`src/rtl/instr_sequencer_pkg.sv`:
```
// Shared types and encodings for the instruction sequencer: FSM states,
// instruction classes and the opcode/funct values the classifier recognises.
package seq_pkg;

    typedef enum logic [2:0] {
        ST_IDLE,
        ST_FETCH,
        ST_DECODE,
        ST_EXECUTE,
        ST_WRITEBACK,
        ST_HALT
    } state_t;

    typedef enum logic [2:0] {
        CLS_ALU_WB,
        CLS_ALU_NOWB,
        CLS_JUMP,
        CLS_BRANCH,
        CLS_NOP,
        CLS_HALT,
        CLS_ILLEGAL
    } iclass_t;

    // R-type funct field: 000..FUNCT_ALU_LAST write back, then CMP and NOP
    localparam logic [2:0] FUNCT_ALU_LAST = 3'b101;
    localparam logic [2:0] FUNCT_CMP      = 3'b110;
    localparam logic [2:0] FUNCT_NOP      = 3'b111;

    localparam logic [3:0] OP_LDI  = 4'b0000;
    localparam logic [3:0] OP_ADDI = 4'b0001;
    localparam logic [3:0] OP_JMP  = 4'b0010;
    localparam logic [3:0] OP_BZ   = 4'b0011;
    localparam logic [3:0] OP_HALT = 4'b1111;

endpackage

```
`src/rtl/instr_sequencer_class.sv`:
```
// Combinational instruction classifier: maps a 16-bit instruction word to
// the class that steers the sequencer FSM.
module instr_class
    import seq_pkg::*;
(
    input  logic [15:0] instr,
    output logic [2:0]  cls
);

    iclass_t cls_int;
    logic    unused_bits;

    // Register fields and immediate bits do not affect sequencing
    assign unused_bits = ^{instr[10:9], instr[5:0]};

    always_comb begin
        cls_int = CLS_ILLEGAL;
        if (!instr[15]) begin
            if (instr[8:6] <= FUNCT_ALU_LAST) begin
                cls_int = CLS_ALU_WB;
            end else if (instr[8:6] == FUNCT_CMP) begin
                cls_int = CLS_ALU_NOWB;
            end else begin
                cls_int = CLS_NOP;
            end
        end else begin
            case (instr[14:11])
                OP_LDI, OP_ADDI: cls_int = CLS_ALU_WB;
                OP_JMP:          cls_int = CLS_JUMP;
                OP_BZ:           cls_int = CLS_BRANCH;
                OP_HALT:         cls_int = CLS_HALT;
                default:         cls_int = CLS_ILLEGAL;
            endcase
        end
    end

    assign cls = cls_int;

endmodule

```
`src/rtl/instr_sequencer.sv`:
```
// Multi-cycle fetch/decode/execute/writeback sequencer: owns the PC, the
// instruction register and the imem/ALU handshakes.
module instr_sequencer
    import seq_pkg::*;
#(
    parameter int              PC_W     = 8,
    parameter logic [PC_W-1:0] RESET_PC = '0
) (
    input  logic            clk,
    input  logic            rst_n,
    input  logic            start,
    output logic            imem_req,
    output logic [PC_W-1:0] imem_addr,
    input  logic            imem_ack,
    input  logic [15:0]     imem_rdata,
    output logic [15:0]     ir,
    output logic            exe_valid,
    input  logic            exe_ready,
    input  logic            zero_flag,
    output logic            rf_we,
    output logic [PC_W-1:0] pc,
    output logic            illegal,
    output logic            halted
);

    state_t     state_reg;
    iclass_t    cls_reg;
    logic       bz_taken_reg;
    logic [2:0] fetch_cls_raw;
    iclass_t    fetch_cls;

    // Classify the word as it arrives so the class is registered next to ir
    // and illegal can be a registered pulse during DECODE.
    instr_class u_class (
        .instr (imem_rdata),
        .cls   (fetch_cls_raw)
    );

    assign fetch_cls = iclass_t'(fetch_cls_raw);
    assign imem_addr = pc;

    always_ff @(posedge clk or negedge rst_n) begin
        if (!rst_n) begin
            state_reg    <= ST_IDLE;
            cls_reg      <= CLS_NOP;
            bz_taken_reg <= 1'b0;
            pc           <= RESET_PC;
            ir           <= 16'h0000;
            imem_req     <= 1'b0;
            exe_valid    <= 1'b0;
            rf_we        <= 1'b0;
            illegal      <= 1'b0;
            halted       <= 1'b0;
        end else begin
            rf_we   <= 1'b0;
            illegal <= 1'b0;
            case (state_reg)
                ST_IDLE: begin
                    if (start) begin
                        state_reg <= ST_FETCH;
                        imem_req  <= 1'b1;
                    end
                end
                ST_FETCH: begin
                    if (imem_req && imem_ack) begin
                        ir        <= imem_rdata;
                        cls_reg   <= fetch_cls;
                        illegal   <= (fetch_cls == CLS_ILLEGAL);
                        imem_req  <= 1'b0;
                        state_reg <= ST_DECODE;
                    end
                end
                ST_DECODE: begin
                    bz_taken_reg <= zero_flag;
                    case (cls_reg)
                        CLS_ALU_WB, CLS_ALU_NOWB: begin
                            exe_valid <= 1'b1;
                            state_reg <= ST_EXECUTE;
                        end
                        CLS_HALT: begin
                            halted    <= 1'b1;
                            state_reg <= ST_HALT;
                        end
                        default: state_reg <= ST_WRITEBACK;
                    endcase
                end
                ST_EXECUTE: begin
                    if (exe_valid && exe_ready) begin
                        exe_valid <= 1'b0;
                        rf_we     <= (cls_reg == CLS_ALU_WB);
                        state_reg <= ST_WRITEBACK;
                    end
                end
                ST_WRITEBACK: begin
                    // Jump target is the low PC_W bits of the 8-bit immediate
                    if (cls_reg == CLS_JUMP || (cls_reg == CLS_BRANCH && bz_taken_reg)) begin
                        pc <= ir[PC_W-1:0];
                    end else begin
                        pc <= pc + PC_W'(1);
                    end
                    imem_req  <= 1'b1;
                    state_reg <= ST_FETCH;
                end
                ST_HALT: begin
                    state_reg <= ST_HALT;
                end
                default: begin
                    state_reg <= ST_IDLE;
                    imem_req  <= 1'b0;
                    exe_valid <= 1'b0;
                end
            endcase
        end
    end

endmodule

```
`config.mk`:
```
export PLATFORM = sky130hd
export DESIGN_NAME = instr_sequencer
export DESIGN_NICKNAME = d
export VERILOG_FILES = /design/src/rtl/instr_sequencer_pkg.sv /design/src/rtl/instr_sequencer_class.sv /design/src/rtl/instr_sequencer.sv
export SDC_FILE = /design/constraint.sdc
export NUM_CORES = 1
export LEC_CHECK = 0
export CAP_MARGIN = 20
export CORE_ASPECT_RATIO = 0.8
export CORE_MARGIN = 2
export CORE_UTILIZATION = 46
export DETAILED_ROUTE_END_ITERATION = 6
export PLACE_DENSITY = 0.81
export SLEW_MARGIN = 15
export SYNTH_ARGS = -nofsm -noshare
export SYNTH_HDL_FRONTEND = slang
export SYNTH_SLANG_ARGS = --single-unit
```
`constraint.sdc`:
```
create_clock -name clk -period 2 [get_ports clk]
set_clock_uncertainty 0.15 [all_clocks]
set_input_delay 0.2 -clock clk [delete_from_list [all_inputs] [get_ports clk]]
set_output_delay 0.2 -clock clk [all_outputs]
set_load 0.02 [all_outputs]
```
# --- After elaboration in Yosys (flattened, before gate mapping) ---
# Index checks and enable logic that the tools add are counted.
classes:
  n_addsub: 1
  magnitude_cmp: 1
  n_eq_ne: 19
  n_mux: 20
  bitwise_logic: 2
  reduce_logical: 16
ops:
  columns: ["operator", "n"]
  rows:
  - ["$mux W3", 6]
  - ["$pmux W3 S6", 1]
  - ["$eq A3 B3 Y1 const B", 5]
  - ["$eq A3 B2 Y1 const B", 4]
  - ["$pmux W3 S4", 1]
  - ["$reduce_and A3 Y1", 3]
  - ["$add A8 B1 Y8 const B", 1]
  - ["$eq A4 B2 Y1 const B", 2]
  - ["$mux W1", 8]
  - ["$mux W8", 1]
  - ["$ne A2 B2 Y1 const B", 4]
  - ["$eq A3 B1 Y1 const B", 2]
  - ["$logic_not A3 Y1", 2]
  - ["$pmux W3 S2", 1]
  - ["$eq A4 B1 Y1 const B", 1]
  - ["$eq A4 B4 Y1 const B", 1]
  - ["$logic_not A4 Y1", 1]
  - ["$pmux W1 S4", 1]
  - ["$reduce_and A2 Y1", 2]
  - ["$reduce_or A2 Y1", 2]
  - ["$reduce_or A4 Y1", 1]
  - ["$le A3 B3 Y1 const B", 1]
  - ["$logic_and A1 B1 Y1", 3]
  - ["$pmux W1 S3", 1]
  - ["3 further kinds", 4]
word_totals:
  regBits: 36
  in_bits: 22

# --- Depth between registers and ports, before layout ---
logic_depth:
  word_depth: 7
  mapped_depth: 6
  ltp_nobuf: 5

# --- Modules after synthesis ---
# A second synthesis with hierarchy kept.
hier_totals:
  hier_cells: 162
  hier_area_um2: 1863.0
by_module_without_submodules:
  columns: ["mod", "n_inst", "cells_each", "area_per_inst_um2"]
  rows:
  - ["instr_sequencer", 1, 153, 1805.5]
  - ["instr_class", 1, 9, 57.6]

# --- Least setup slack after synthesis ---
# OpenSTA, ideal clock, no wires.
synth_path:
  path_kind: "flip-flop to flip-flop"
  startpoint: "reg cls_reg[2]"
  endpoint: "reg pc[0], in the netlist imem_addr[0]"
  setup_time_ps: 126
  t_arrival_ps: 1268
  required_time_ps: 1724
  path_slack_ps: 456
  stages_incl_launch_ff: 6
  path_cell_list: "dfstp_2 nand2b_4 or2_1 buf_4 nor2_1 a221o_1"
synth_between:
  elab_chain_cells: 4
  elab_cells_between_ends: 5
  cone_classes: "2 x eq/ne; 1 x mux; 2 x reduce/logical"
synth_lines:
  columns: ["item", "line_no", "text"]
  rows:
  - ["from (decl)", "instr_sequencer.sv:27", "iclass_t cls_reg;"]
  - ["from (signal assigned)", "instr_sequencer.sv:67", "cls_reg <= fetch_cls;"]
  - ["$eq A3 B2 Y1", "instr_sequencer.sv:96", "if (cls_reg == CLS_JUMP || (cls_reg == CLS_BRANCH && bz_taken_reg)) begin"]
  - ["$logic_and A1 B1 Y1", "instr_sequencer.sv:96", null]
  - ["$logic_or A1 B1 Y1 *", "instr_sequencer.sv:96", null]
  - ["$mux W8 *", "instr_sequencer.sv:96", null]
  - ["to (signal assigned)", "instr_sequencer.sv:97", "pc <= ir[PC_W-1:0];"]
  - ["to (signal assigned)", "instr_sequencer.sv:99", "pc <= pc + PC_W'(1);"]
  - ["to (decl)", "instr_sequencer.sv:21", "output logic [PC_W-1:0] pc,"]
# Mark *: on every way between the ends. The rest lies on a longest branch, timed or not.
# A chain may end at the register's enable or synchronous reset.

# --- Worst setup path after layout ---
layout_path:
  startpoint: "reg pc[4], in the netlist imem_addr[4]"
  endpoint: "out imem_addr[4]"
layout_rtl:
  columns: ["item", "line_no", "text"]
  rows:
  - ["to (decl)", "instr_sequencer.sv:13", "output logic [PC_W-1:0] imem_addr,"]
# No word-level cell between the ends.

==> impl_metrics.csv <==
group,metric,value,unit
outcome,status,"finished clean",
global_routing,grt-ovfl-total,0,
clocking,clock_sinks,36,
placement,placedCellCount,296,
sta,fmax,0.5513,GHz
setup_path,crit_chain,"clkdlybuf4s50_1",
setup_path,rrSetupSlack,0.26,ns
clocking,cts-resized-gates,0,
clocking,cts_root_buf,"clkbuf_8",
setup_path,critPathSlowestCell,"clkdlybuf4s50_1",
global_routing,antenna_found_initial,0,
cells_and_area,seq_area,902.1,um2
clocking,cts_tree,"done",
sta,fin_hold_ws,0.2789,ns
global_routing,first_global_vias,1506,
placement,hpwl,2895,um
sta,grt_setup_unrepaired,"no",
sta,finalCriticalPeriod,1.814,ns
logic_synthesis,syn_area,1814,um2
floorplanning,die_x,74.22,um
route,drt_iter0_markers,105,
setup_path,critPathTopFamily,"buffers and inverters",
route,first_pass_iters,4,
route,top_layer,"met4",
cells_and_area,fin_util,66.23,%
cells_and_area,top_register,"ir",
sta,finalCritPeriodShare,90.69,%
floorplanning,chipHeight,60.17,um
sta,relSlewSlack,46.34,%
route,dr_wl_met3,264,um
floorplanning,rows,20,
route,wirelength,4124,um
logic_synthesis,ys_seq_area_share,49.72,%
route,wl_met2,1922,um
power_and_ir_drop,combPwrFrac,45.7,%
setup_path,crit_fanout,9,
sta,worst_slew_pin_slew,0.8049,ns
logic_synthesis,ys_top_cells_by_count,"58 x nand2_1, 35 x dfrtp_1, 12 x nor2_1",
clocking,cts_buffers,5,
route,ant_nets,0,
route,vias_per_cell,5.239,
logic_synthesis,ys_warn_count,0,
logic_synthesis,synthCells,193,
logic_synthesis,synth.most_common_cell,"nand2_1",
clocking,clk_pin_slew,0.08,ns
power_and_ir_drop,clockPowerShare,17.8,%
job,cap_violations,0,
power_and_ir_drop,internal-power,0.002218,W
global_routing,grt_pass1_wl,6762,um
route,wl_per_cell,13.52,um
floorplanning,io_pins,59,
clocking,clockBufferDepth,2,
sta,slew_viol_final,0,
global_routing,grt_usage,20.22,%
logic_synthesis,ys_ff_latch,36,
floorplanning,die-area,4466,um2
cells_and_area,multiInputGateArea,785.8,um2
clocking,ctsHoldBuffers,1,
setup_path,cp.buffers_inverters,1,
setup_path,required,1.65,ns
setup_path,path_class,"flop to output pin",
logic_synthesis,syn_area_per_cell,9.400,um2
logic_synthesis,yosysUniqueCellTypes,47,
cells_and_area,nFillCells,325,
floorplanning,coreArea,3779,um2
sta,tns,0,ns
sta,setup_viol,0,
clocking,post_cts_buffers,0,
logic_synthesis,synth_edf_count,0,
setup_path,critical_path_arrival,1.46,ns
cells_and_area,final_nets,272,
route,drc,0,
logic_synthesis,synth_top_area_share,48.28,%
sta,hold_viol_final,0,
clocking,clk_latency,0.30,ns
placement,gp_congestion,0.7930,
power_and_ir_drop,p_per_area,1458,nW/um2
power_and_ir_drop,p_switching,0.001429,W
cells_and_area,final_cells,305,
clocking,htreeDepth,2,
global_routing,grt_max_degree,37,
logic_synthesis,synthArstFlopShare,100.0,%
power_and_ir_drop,p_leak,1.122,nW
power_and_ir_drop,power_frac_seq,36.5,%
hold_path,hold_class,"input pin to flop",
setup_path,cp-start-kind,"flop",
floorplanning,start_util,48.01,%
cells_and_area,antenna_cells,0,
route,via_count,1598,
logic_synthesis,syn-num-nets,216,
logic_synthesis,synth_top_cell_by_area,"dfrtp_1",
cells_and_area,syn_to_final_growth,37.93,%
logic_synthesis,ys_top_cells_by_area,"dfrtp_1 48%, nand2_1 12%, buf_4 4.6%",
route,wl_met1,1848,um
setup_path,max_stage_delay,0.67,ns
power_and_ir_drop,vdd_ir_drop_max,0.0007365,V
logic_synthesis,ys.flop_type,"dfrtp_1",
cells_and_area,drive_above_1_share,8.400,%
cells_and_area,largest_reg_flops,16,
setup_path,cp-end-kind,"output pin",
placement,portBuffers,58,
power_and_ir_drop,swShare,39.19,%
per-layer routing:
layer	vias to the layer above	global-route usage [%]
li1	768	-
met1	762	25.91
met2	59	32.14
met3	9	5.059
met4	0	9.949
met5	-	0
power by group through the flow:
stage | clock network, W | registers [W] | logic (W)
final | 0.000650 | 0.00133 | 0.00167
after detailed placement | 0 | 0.00133 | 0.00168
after global placement | 0 | 0.00133 | 0.00164
after CTS | 0.000656 | 0.00133 | 0.00168
after global routing | 0.000681 | 0.00138 | 0.00182
after floorplan | 0 | 0.00154 | 0.000768
logic make-up after synthesis:
family / after synthesis / share of synthesized area [%]
DFF: 36 / 49.72
AOI/OAI and AO/OA: 31 / 11.72
adders and majority gates: 1 / 0.6895
xor gates and xnor gates: 1 / 0.4828
muxes: 3 / 1.724
and+or+nand+nor: 103 / 28.69
buffers and inverters: 18 / 6.965
cells in the final DEF (no fill, tap or decap), drive strengths merged, types with 2 or more instances in the layout:
cell,n
nor3,3
nor3b,4
nand2,58
dfrtp,35
clkdlybuf4s50,57
o22ai,2
nor2b,2
nor2,12
clkbuf,5
a22oi,2
nand4,2
o21ai,7
inv,3
mux2i,2
a31oi,4
a21oi,4
a2bb2oi,3
and3,2
nand3,6
nand2b,4
nand4b,3
buf,6
cell type report:
cell class / instances / share of cell area [%]
clock inverter: 3 / 1.700
inverter: 3 / 0.4500
clock buffer: 5 / 2.750
tap: 55 / 2.750
multi-input combinational: 139 / 31.40
sequential: 36 / 36.05
timing repair buffer: 64 / 24.90
final timing paths:
check                      cells past startpoint      endpoint     startpoint
setup reg to reg                               4  imem_addr[7]     cls_reg[0]
min in group asynchronous                      2     exe_valid          rst_n
setup / recovery                               1  imem_addr[4]   imem_addr[4]
hold / removal                                 3         ir[9]  imem_rdata[9]
max in group asynchronous                      2        ir[14]          rst_n
hold reg to reg                                2        ir[15]         ir[15]
stage by stage:
| step | instance area, um2 | setup slack (ns) | power (W) |
|---|---|---|---|
| 2_1_floorplan | 1814 | 0.4556 | 0.002311 |
| 3_3_place_gp | 2381 | 0.1374 | 0.002975 |
| 3_5_place_dp | 2381 | 0.08932 | 0.003012 |
| 4_1_cts | 2502 | 0.1810 | 0.003666 |
| 5_1_grt | 2502 | 0.07475 | 0.003882 |
| 6_report | 2502 | 0.1861 | 0.003647 |
(Power assumes the default switching activity.)
